--- config.mk ---
export PLATFORM = sky130hd
export DESIGN_NAME = rice_core_div_issue
export DESIGN_NICKNAME = d
export VERILOG_FILES = /design/src/rtl/rice_core_pkg.sv /design/src/rtl/rice_core_div_issue.sv
export SDC_FILE = /design/constraint.sdc
export NUM_CORES = 1
export LEC_CHECK = 0
export CAP_MARGIN = 20
export CORE_UTILIZATION = 32
export DETAILED_ROUTE_END_ITERATION = 6
export GPL_ROUTABILITY_DRIVEN = 0
export GPL_TIMING_DRIVEN = 0
export PLACE_DENSITY = 0.81
export SYNTH_ARGS = -nofsm -noshare
export SYNTH_HDL_FRONTEND = slang
export SYNTH_SLANG_ARGS = --single-unit
--- constraint.sdc ---
create_clock -name i_clk -period 3.85 [get_ports i_clk]
set_input_delay 0.77 -clock i_clk [delete_from_list [all_inputs] [get_ports i_clk]]
set_output_delay 0.77 -clock i_clk [all_outputs]
set_load 0.005 [all_outputs]
--- src/rtl/rice_core_pkg.sv ---
// Shared types for the rice core execute stage: divider operation encoding
// and the divider issue/return controller state.
package rice_core_pkg;

   typedef enum logic [3:0] {
      DIV_OP_DIV  = 4'b0001,
      DIV_OP_DIVU = 4'b0010,
      DIV_OP_REM  = 4'b0100,
      DIV_OP_REMU = 4'b1000
   } rice_core_div_operation;

   typedef enum logic [1:0] {
      IDLE,
      BUSY,
      DRAIN,
      DONE
   } rice_core_div_issue_state;

endpackage

--- src/rtl/rice_core_div_issue.sv ---
// Issue/return controller in front of rice_core_div: holds one divide request,
// keeps the divider fed until it answers, and returns the result to writeback.
module rice_core_div_issue
   import rice_core_pkg::*;
#(
   parameter int XLEN      = 32,
   parameter int TAG_WIDTH = 5
) (
   input  logic                   i_clk,
   input  logic                   i_rst_n,
   input  logic                   i_flush,

   input  logic                   i_req_valid,
   output logic                   o_req_ready,
   input  logic [XLEN-1:0]        i_req_rs1,
   input  logic [XLEN-1:0]        i_req_rs2,
   input  rice_core_div_operation i_req_op,
   input  logic [TAG_WIDTH-1:0]   i_req_rd,

   output logic                   o_div_valid,
   output logic [XLEN-1:0]        o_div_rs1,
   output logic [XLEN-1:0]        o_div_rs2,
   output rice_core_div_operation o_div_op,
   input  logic                   i_div_result_valid,
   input  logic [XLEN-1:0]        i_div_result,

   output logic                   o_rsp_valid,
   input  logic                   i_rsp_ready,
   output logic [XLEN-1:0]        o_rsp_result,
   output logic [TAG_WIDTH-1:0]   o_rsp_rd
);

   rice_core_div_issue_state state_q, state_d;

   logic [XLEN-1:0]        rs1_q, rs1_d;
   logic [XLEN-1:0]        rs2_q, rs2_d;
   rice_core_div_operation op_q, op_d;
   logic [TAG_WIDTH-1:0]   rd_q, rd_d;
   logic [XLEN-1:0]        result_q, result_d;

   // NOTE: every output and _d signal gets a default before the case so no
   // path through the block can leave one unassigned and infer a latch.
   always_comb begin
      state_d     = state_q;
      rs1_d       = rs1_q;
      rs2_d       = rs2_q;
      op_d        = op_q;
      rd_d        = rd_q;
      result_d    = result_q;
      o_req_ready = 1'b0;
      o_div_valid = 1'b0;
      o_rsp_valid = 1'b0;

      unique case (state_q)
         IDLE: begin
            o_req_ready = 1'b1;
            if (i_req_valid && !i_flush) begin
               rs1_d   = i_req_rs1;
               rs2_d   = i_req_rs2;
               op_d    = i_req_op;
               rd_d    = i_req_rd;
               state_d = BUSY;
            end
         end
         BUSY: begin
            o_div_valid = 1'b1;
            if (i_div_result_valid) begin
               if (i_flush) begin
                  state_d = IDLE;
               end else begin
                  result_d = i_div_result;
                  state_d  = DONE;
               end
            end else if (i_flush) begin
               state_d = DRAIN;
            end
         end
         DRAIN: begin
            // The divider only counts while valid is high, so it must be run
            // to completion before it can accept a new operation.
            o_div_valid = 1'b1;
            if (i_div_result_valid) begin
               state_d = IDLE;
            end
         end
         DONE: begin
            o_rsp_valid = 1'b1;
            if (i_flush || i_rsp_ready) begin
               state_d = IDLE;
            end
         end
         default: begin
            state_d = IDLE;
         end
      endcase
   end

   // NOTE: sequential state uses non-blocking assignments only, so every
   // flop samples the pre-edge value of every other flop.
   always_ff @(posedge i_clk or negedge i_rst_n) begin
      if (!i_rst_n) begin
         state_q <= IDLE;
      end else begin
         state_q <= state_d;
      end
   end

   // NOTE: the data registers carry no reset; they are only observed while
   // the FSM says they hold a live request or response.
   always_ff @(posedge i_clk) begin
      rs1_q    <= rs1_d;
      rs2_q    <= rs2_d;
      op_q     <= op_d;
      rd_q     <= rd_d;
      result_q <= result_d;
   end

   assign o_div_rs1    = rs1_q;
   assign o_div_rs2    = rs2_q;
   assign o_div_op     = op_q;
   assign o_rsp_result = result_q;
   assign o_rsp_rd     = rd_q;

endmodule

* Word-level counts from Yosys, hierarchy flattened
Cells that the tools add are included.
Storage, ports and cells: register bits 107, output and inout port bits 108, input bits 111
Operators by class: eq/ne operators 7, bitwise gates (word level) 1, muxes and demuxes 10, reductions and logical operators 8
Operator list (number):
- 2-to-1 mux 2 bit | 6
- one-hot mux 2 bit (4 select lines) | 1
- != test 2 bit (second input constant) | 3
- == test 2 bit (second input constant) | 2
- AND reduction 4 bit | 1
- 2-to-1 mux 1 bit | 3
- != test 3 bit (second input constant) | 1
- AND reduction 3 bit | 1
- == test 2 x 1 -> 1 bit (second input constant) | 1
- logical NOT 2 bit | 1
- AND reduction 2 bit | 1
- OR reduction 2 bit | 1
- logical AND 1 bit | 1
- logical NOT 1 bit | 1
- logical OR 1 bit | 1
- NOT 1 bit | 1

* Depth between registers and ports, before layout
Gate-level depths: netlist of run 1.
depth in word-level cells 4, mapped depth 6, mapped depth without buffers 6

* Worst setup path after synthesis of run 1
OpenSTA, ideal clock, no wires.
path type input -> register, start point input i_flush, end point register op_q[0] (netlist: o_div_op[0]), enable pin, arrival time 3972 ps, setup slack -627 ps, data required time 3344 ps, library setup time 506 ps, stages on the path 2, path buffers 0, cell sequence nand2b_4 -> nor2_1
On the way: word-level cells in the longest chain between the ends 3
Ends and longest elaborated chain:
- from (decl) | RTL line rice_core_div_issue.sv:11 | input logic i_flush,
- logical NOT 1 bit | RTL line rice_core_div_issue.sv:57 | if (i_req_valid && !i_flush) begin
- logical AND 1 bit | RTL line rice_core_div_issue.sv:57
- AND reduction 2 bit (no source line)
- to (signal assigned) | RTL line rice_core_div_issue.sv:113 | op_q <= op_d;
- to (decl) | RTL line rice_core_div_issue.sv:37 | rice_core_div_operation op_q, op_d;
No other way between the ends. A chain may end at the register's enable or synchronous reset.

* Worst setup path in the final report of run 1
start point register state_q[1], end point output o_req_ready
On the way: word-level cells in the longest chain between the ends 2
Ends and longest elaborated chain:
- from (decl) | RTL line rice_core_div_issue.sv:33 | rice_core_div_issue_state state_q, state_d;
- from (signal assigned) | RTL line rice_core_div_issue.sv:104 | state_q <= state_d;
- logical NOT 2 bit | RTL line rice_core_div_issue.sv:54 | unique case (state_q)
- 2-to-1 mux 1 bit | RTL line rice_core_div_issue.sv:54
- to (decl) | RTL line rice_core_div_issue.sv:14 | output logic o_req_ready,
No other way between the ends.

==> impl_metrics.toml, run 1 <==
[outcome]
status = "finished, final reports clean"

[logic_synthesis]
async_reset_ff_share_pct = 1.87
synth_xor_area_share_pct = 0
synth.avg_cell_area_um2 = 25.9
synth_edf_count = 105
yosys.area_share.simple_pct = 1.52
ys_types = 16
synth-compound-area-share_pct = 1.26
synth_area_um2 = 3370
yosysSeqAreaShare_pct = 95.2
synth-seq-cells = 107
syn_inst = 130
synthAdderAreaFrac_pct = 1.49
syn_nets = 245
muxShareOfSynthArea_pct = 0
synth_top_family_by_area = "simple AND/OR/NAND/NOR gates"
yosys_warnings = 0
synth_top_flop_cell = "edfxtp_1"

[timing]
finalSetupViolations = 0
fmax_mhz = 409
period_share_pct = 63.5
min_period_ps = 2440
hold_viol_final = 0
grt_setup_unrepaired = "no"
slew_headroom_pct = 79.4
finClkSkew_ps = 7.14
final.setup.tns_ps = 0
tightest_slew_ps = 308
worst_slack_ps = 1410
maxSlewViolCount = 0

[job]
maxCapViolCount = 0

[final_layout]
drive_gt1_share_pct = 5.45
final_cell_mix = "218 x clkdlybuf4s50_1, 105 x edfxtp_1, 9 x clkbuf_8"
nets = 477
num_antenna_cells = 0
layout_commonest_cell = "clkdlybuf4s50_1"
area_growth_pct = 77.6

[setup_path]
cp.arrival_ps = 1670
worst-path-max-fanout = 5
crit_type = "reg2out"
worst_ep_required_time_ps = 3080
end_kind = "primary output"
startpoint_type = "flip-flop"
reg2reg_depth = 6
reg2reg_to = "o_rsp_result[8]"
r2r-start = "state_q[1]"
rrSetupSlack_ps = 2100

[clock_tree]
cts_buffers = 9
clock_path_buffers = 2
cts_hold_buffers = 0
clkLatencyLatePin_ps = 350
cts_sinks = 107
htreeDepth = 3
cts.clk_slew.worst_paths_ps = 90
cts_tree = "done"
cts_setup_buffers = 0
post_cts_resized = 0
cts_root_buf = "clkbuf_8"

[route]
wl_per_cell_um = 15.8
num_vias = 2108
drc = 0
dr.first_iter.drc_count = 62
drt-pass1-iter-count = 4
vias_per_cell = 4.19
wl_um = 7930
postRouteAntennaNets = 0

[grt]
grt_max_degree = 39
antenna_found_initial = 0
grt-ovfl-total = 0
grt_pass1_vias = 2331
grt.total_usage_pct = 15.3
grt_pass1_wl_um = 12200

[power_and_ir_drop]
irDropWorstVdd_mv = 0.221
powerDensity_nw_per_um2 = 444
p_leak_nw = 2.06

[floorplan]
dieArea_um2 = 10900
ioPinCount = 219
die_y_um = 105
die_w_um = 105
num_rows = 37
initial_utilization_pct = 32.7
core_region_area_um2 = 10300

[worst_hold_path]
holdCritPathClass = "in2async"

[placement]
port_buffers = 218
place_hpwl_um = 6220
place_ws_ps = 1000
-- worst max path at each step --
stage,start,endpoint
after floorplan,i_flush,o_div_op[0]
after global placement,i_flush,o_div_rs2[24]
after detailed placement,i_flush,o_rsp_result[26]
after CTS,state_q[1],o_req_ready
after global routing,state_q[1],o_req_ready
final,state_q[1],o_req_ready
-- power breakdown --
group / leakage [nW] / total (mW) / internal [mW] / switching, mW
Sequential: 0.984 / 1.47 / 1.43 / 0.0367
Clock: 0.0971 / 0.646 / 0.299 / 0.346
Combinational: 0.976 / 0.543 / 0.343 / 0.200
Total: 2.06 / 2.65 / 2.07 / 0.583
-- cells by family after synthesis --
group           after synthesis
buf+inv                       5
flops                       107
fa+ha+maj                     4
compound gates                6
simple gates                  8
-- critical path: stages, from the launching register on --
cell	delay, ps
dfrtp_1	420
inv_1	120
ha_1	250
clkdlybuf4s50_1	540
-- registers in the layout (all words and copies together) (netlist names) --
register	flops
o_div_op	4
o_rsp_result	32
o_div_rs2	32
state_q	2
o_rsp_rd	5
o_div_rs1	32
-- cell type report --
| class | count | area, um^2 |
|---|---|---|
| clock buffers | 11 | 131 |
| clock inverters | 5 | 53.8 |
| fillers | 824 | 4300 |
| inverters | 5 | 18.8 |
| multi-input cells | 18 | 151 |
| flip-flops and latches | 107 | 3200 |
| well taps | 136 | 170 |
| repair buffers | 221 | 2250 |
-- Yosys cell counts (2+ instances only) --
cell type | number | share of area (%)
edfxtp_1 | 105 | 94
inv_1 | 5 | 0.56
ha_1 | 4 | 1.5
nor2_1 | 3 | 0.33
dfrtp_1 | 2 | 1.5
-- stage by stage --
stage	cells	power [mW]	instance area (um^2)	utilization, %	hold WS [ps]
after floorplan	130	1.63	3370	-	474
after global placement	484	2.00	5720	55.7	583
after detailed placement	486	2.03	5770	56.1	633
after CTS	502	2.68	5950	57.9	556
after global routing	503	2.78	5980	58.2	551
final	503	2.65	5980	58.2	579
-- per-layer routing --
metal  routed length (um)  global-route usage (%)  part of all wire, %
met1                 2680                    14.7                   34
met2                 3940                    26.1                   50
met3                 1170                    8.73                   15
met4                  127                    7.35                  1.6
met5                    0                       0                    0
Note: power is estimated with default switching activity, not from simulation.
==> run 2: changes to the inputs <==
--- a/config.mk
+++ b/config.mk
@@ -6,11 +6,11 @@
 export NUM_CORES = 1
 export LEC_CHECK = 0
 export CAP_MARGIN = 20
-export CORE_UTILIZATION = 32
+export CORE_UTILIZATION = 36
 export DETAILED_ROUTE_END_ITERATION = 6
 export GPL_ROUTABILITY_DRIVEN = 0
 export GPL_TIMING_DRIVEN = 0
-export PLACE_DENSITY = 0.81
+export PLACE_DENSITY = 0.86
 export SYNTH_ARGS = -nofsm -noshare
 export SYNTH_HDL_FRONTEND = slang
 export SYNTH_SLANG_ARGS = --single-unit
==> constraint.sdc (replaced) <==
create_clock -name i_clk -period 2.4 [get_ports i_clk]
set_input_delay 0.48 -clock i_clk [delete_from_list [all_inputs] [get_ports i_clk]]
set_output_delay 0.48 -clock i_clk [all_outputs]
set_load 0.005 [all_outputs]
==> run 2 against run 1 <==
  * Combinational power rose by 60%
  * Sequential cell count is the same
  * Highest routed layer unchanged
  * Count of clock-buffer cells in the layout down 2
  * Routed wire length rose by 2.6%
  * Largest power group unchanged
  * Worst hold slack got worse by 280 ps
  * Register-to-register slack got worse by 1500 ps
  * Sequential power grew 60%
  * Final cell count fell by 5.6%
  * Core utilization is 8.5 points higher
==> impl_metrics.toml, run 2 (synthesis results as in run 1) <==
[outcome]
status = "finished, final reports clean"

[final_layout]
num_antenna_cells = 0
nets = 477
fin_cells = 475
fin_util_pct = 66.7
layout_commonest_cell = "clkdlybuf4s50_1"
final_cell_mix = "218 x clkdlybuf4s50_1, 105 x edfxtp_1, 9 x clkbuf_8"
drive_gt1_share_pct = 5.45
area_growth_pct = 76.2

[route]
wl_um = 8130
wl_per_cell_um = 17.1
drc = 0
postRouteAntennaNets = 0
dr.first_iter.drc_count = 77
num_vias = 2137
drt-pass1-iter-count = 4
vias_per_cell = 4.50

[setup_path]
worst_ep_required_time_ps = 1920
reg2reg_depth = 5
worst-path-max-fanout = 5
reg2reg_to = "o_div_rs2[29]"
crit_type = "reg2out"
crit_slowest_cell = "clkdlybuf4s50_1"
crit_family = "buffers and inverters"
startpoint_type = "flip-flop"
cpPeakStageDelay_ps = 520
crit_chain = "inv_1, ha_1, clkdlybuf4s50_1"
cp.arrival_ps = 1640
end_kind = "primary output"
r2r-start = "state_q[1]"
path_buf_inv = 2
rrSetupSlack_ps = 620

[placement]
dp_cells = 458
place_hpwl_um = 6350
port_buffers = 218

[timing]
finalSetupViolations = 0
holdWs_ps = 297
fmax_mhz = 472
grt_setup_unrepaired = "no"
hold_viol_final = 0
finClkSkew_ps = 15.7
min_period_ps = 2120
tightest_slew_ps = 378
period_share_pct = 88.2
maxSlewViolCount = 0
slew_headroom_pct = 74.8

[grt]
antenna_found_initial = 0
grt_max_degree = 34
gr-max-usage-layer = "met2"
grt.total_usage_pct = 17.0
grt_pass1_wl_um = 12100
grt_pass1_vias = 2285
gr-usage-met2_pct = 30.3
use_met3_pct = 8.09
grtUsageMet1_pct = 17.1
grt-ovfl-total = 0

[clock_tree]
htreeDepth = 3
post_cts_resized = 0
cts.clk_slew.worst_paths_ps = 100
cts_hold_buffers = 0
cts_buffers = 9
clkLatencyLatePin_ps = 350
cts_sinks = 107
cts_root_buf = "clkbuf_8"
cts_tree = "done"
cts_setup_buffers = 0
clock_path_buffers = 2

[floorplan]
num_rows = 34
initial_utilization_pct = 37.9
die_w_um = 98.7
ioPinCount = 219
dieArea_um2 = 9740
die_y_um = 98.7
core_region_area_um2 = 8890

[job]
maxCapViolCount = 0

[worst_hold_path]
holdCritPathClass = "in2async"

[power_and_ir_drop]
irDropWorstVdd_mv = 0.354
powerDensity_nw_per_um2 = 708
finalPower_mw = 4.20
p_leak_nw = 2.05
[run 2: changes by cell type in the layout (fill, tap and decap cells not counted)]
cell,previous run,this run
clkbuf_1,2,0
clkinvlp_4,0,1
inv_6,0,3
bufinv_16,1,0
clkinv_1,0,2
clkinv_2,3,0
[run 2: cell type report]
cell class                 count  area, um^2
clock inverter                 7        50.0
inverter                       5        18.8
clock buffer                   9         124
tap                          108         135
sequential                   107        3200
fill                         616        2960
timing repair buffer         221        2250
multi-input combinational     18         151
[run 2: worst max path at each step]
stage / depth (start not counted) / end / slack (ps) / startpoint
final: 3 / o_req_ready / 280 / state_q[1]
after global routing: 3 / o_req_ready / 170 / state_q[1]
after floorplan: 4 / o_div_op[0] / 90 / state_q[1]
after global placement: 3 / o_div_rs2[26] / -560 / i_flush
after detailed placement: 4 / o_rsp_result[1] / -120 / i_flush
after CTS: 5 / o_rsp_result[11] / 240 / state_q[1]
[run 2: metrics by stage]
stage | cell area [um^2] | setup slack [ps] | setup TNS (ps)
2_1_floorplan | 3370 | 94.2 | 0
3_3_place_gp | 5690 | -557 | -41980
3_5_place_dp | 5730 | -123 | -3900
4_1_cts | 5900 | 237 | 0
5_1_grt | 5930 | 169 | 0
6_report | 5930 | 283 | 0
[run 2: worst reg2reg max path, cell delays in order (launching register included)]
cell and delay [ps]:
dfrtp_1 420, inv_1 110, ha_1 240, inv_1 90
nor2_4 340, buf_12 260
[run 2: routing by layer]
layer	routed length, um	vias up
met5	0	-
met4	98	0
met3	1080	8
met2	4210	158
met1	2740	997
li1	-	974
[run 2: power breakdown]
part | total [mW] | leakage [nW] | switching (mW) | internal (mW)
clock | 0.979 | 0.0857 | 0.595 | 0.384
combinational | 0.871 | 0.976 | 0.323 | 0.548
sequential | 2.35 | 0.984 | 0.0599 | 2.29
total | 4.20 | 2.05 | 0.977 | 3.22
==> run 3: changes to the inputs <==
--- a/config.mk
+++ b/config.mk
@@ -7,6 +7,7 @@
 export LEC_CHECK = 0
 export CAP_MARGIN = 20
 export CORE_UTILIZATION = 36
+export CTS_CLUSTER_DIAMETER = 80
 export DETAILED_ROUTE_END_ITERATION = 6
 export GPL_ROUTABILITY_DRIVEN = 0
 export GPL_TIMING_DRIVEN = 0
==> results of run 3 <==
Final layout, timing and power as in run 2 (identical DEF).
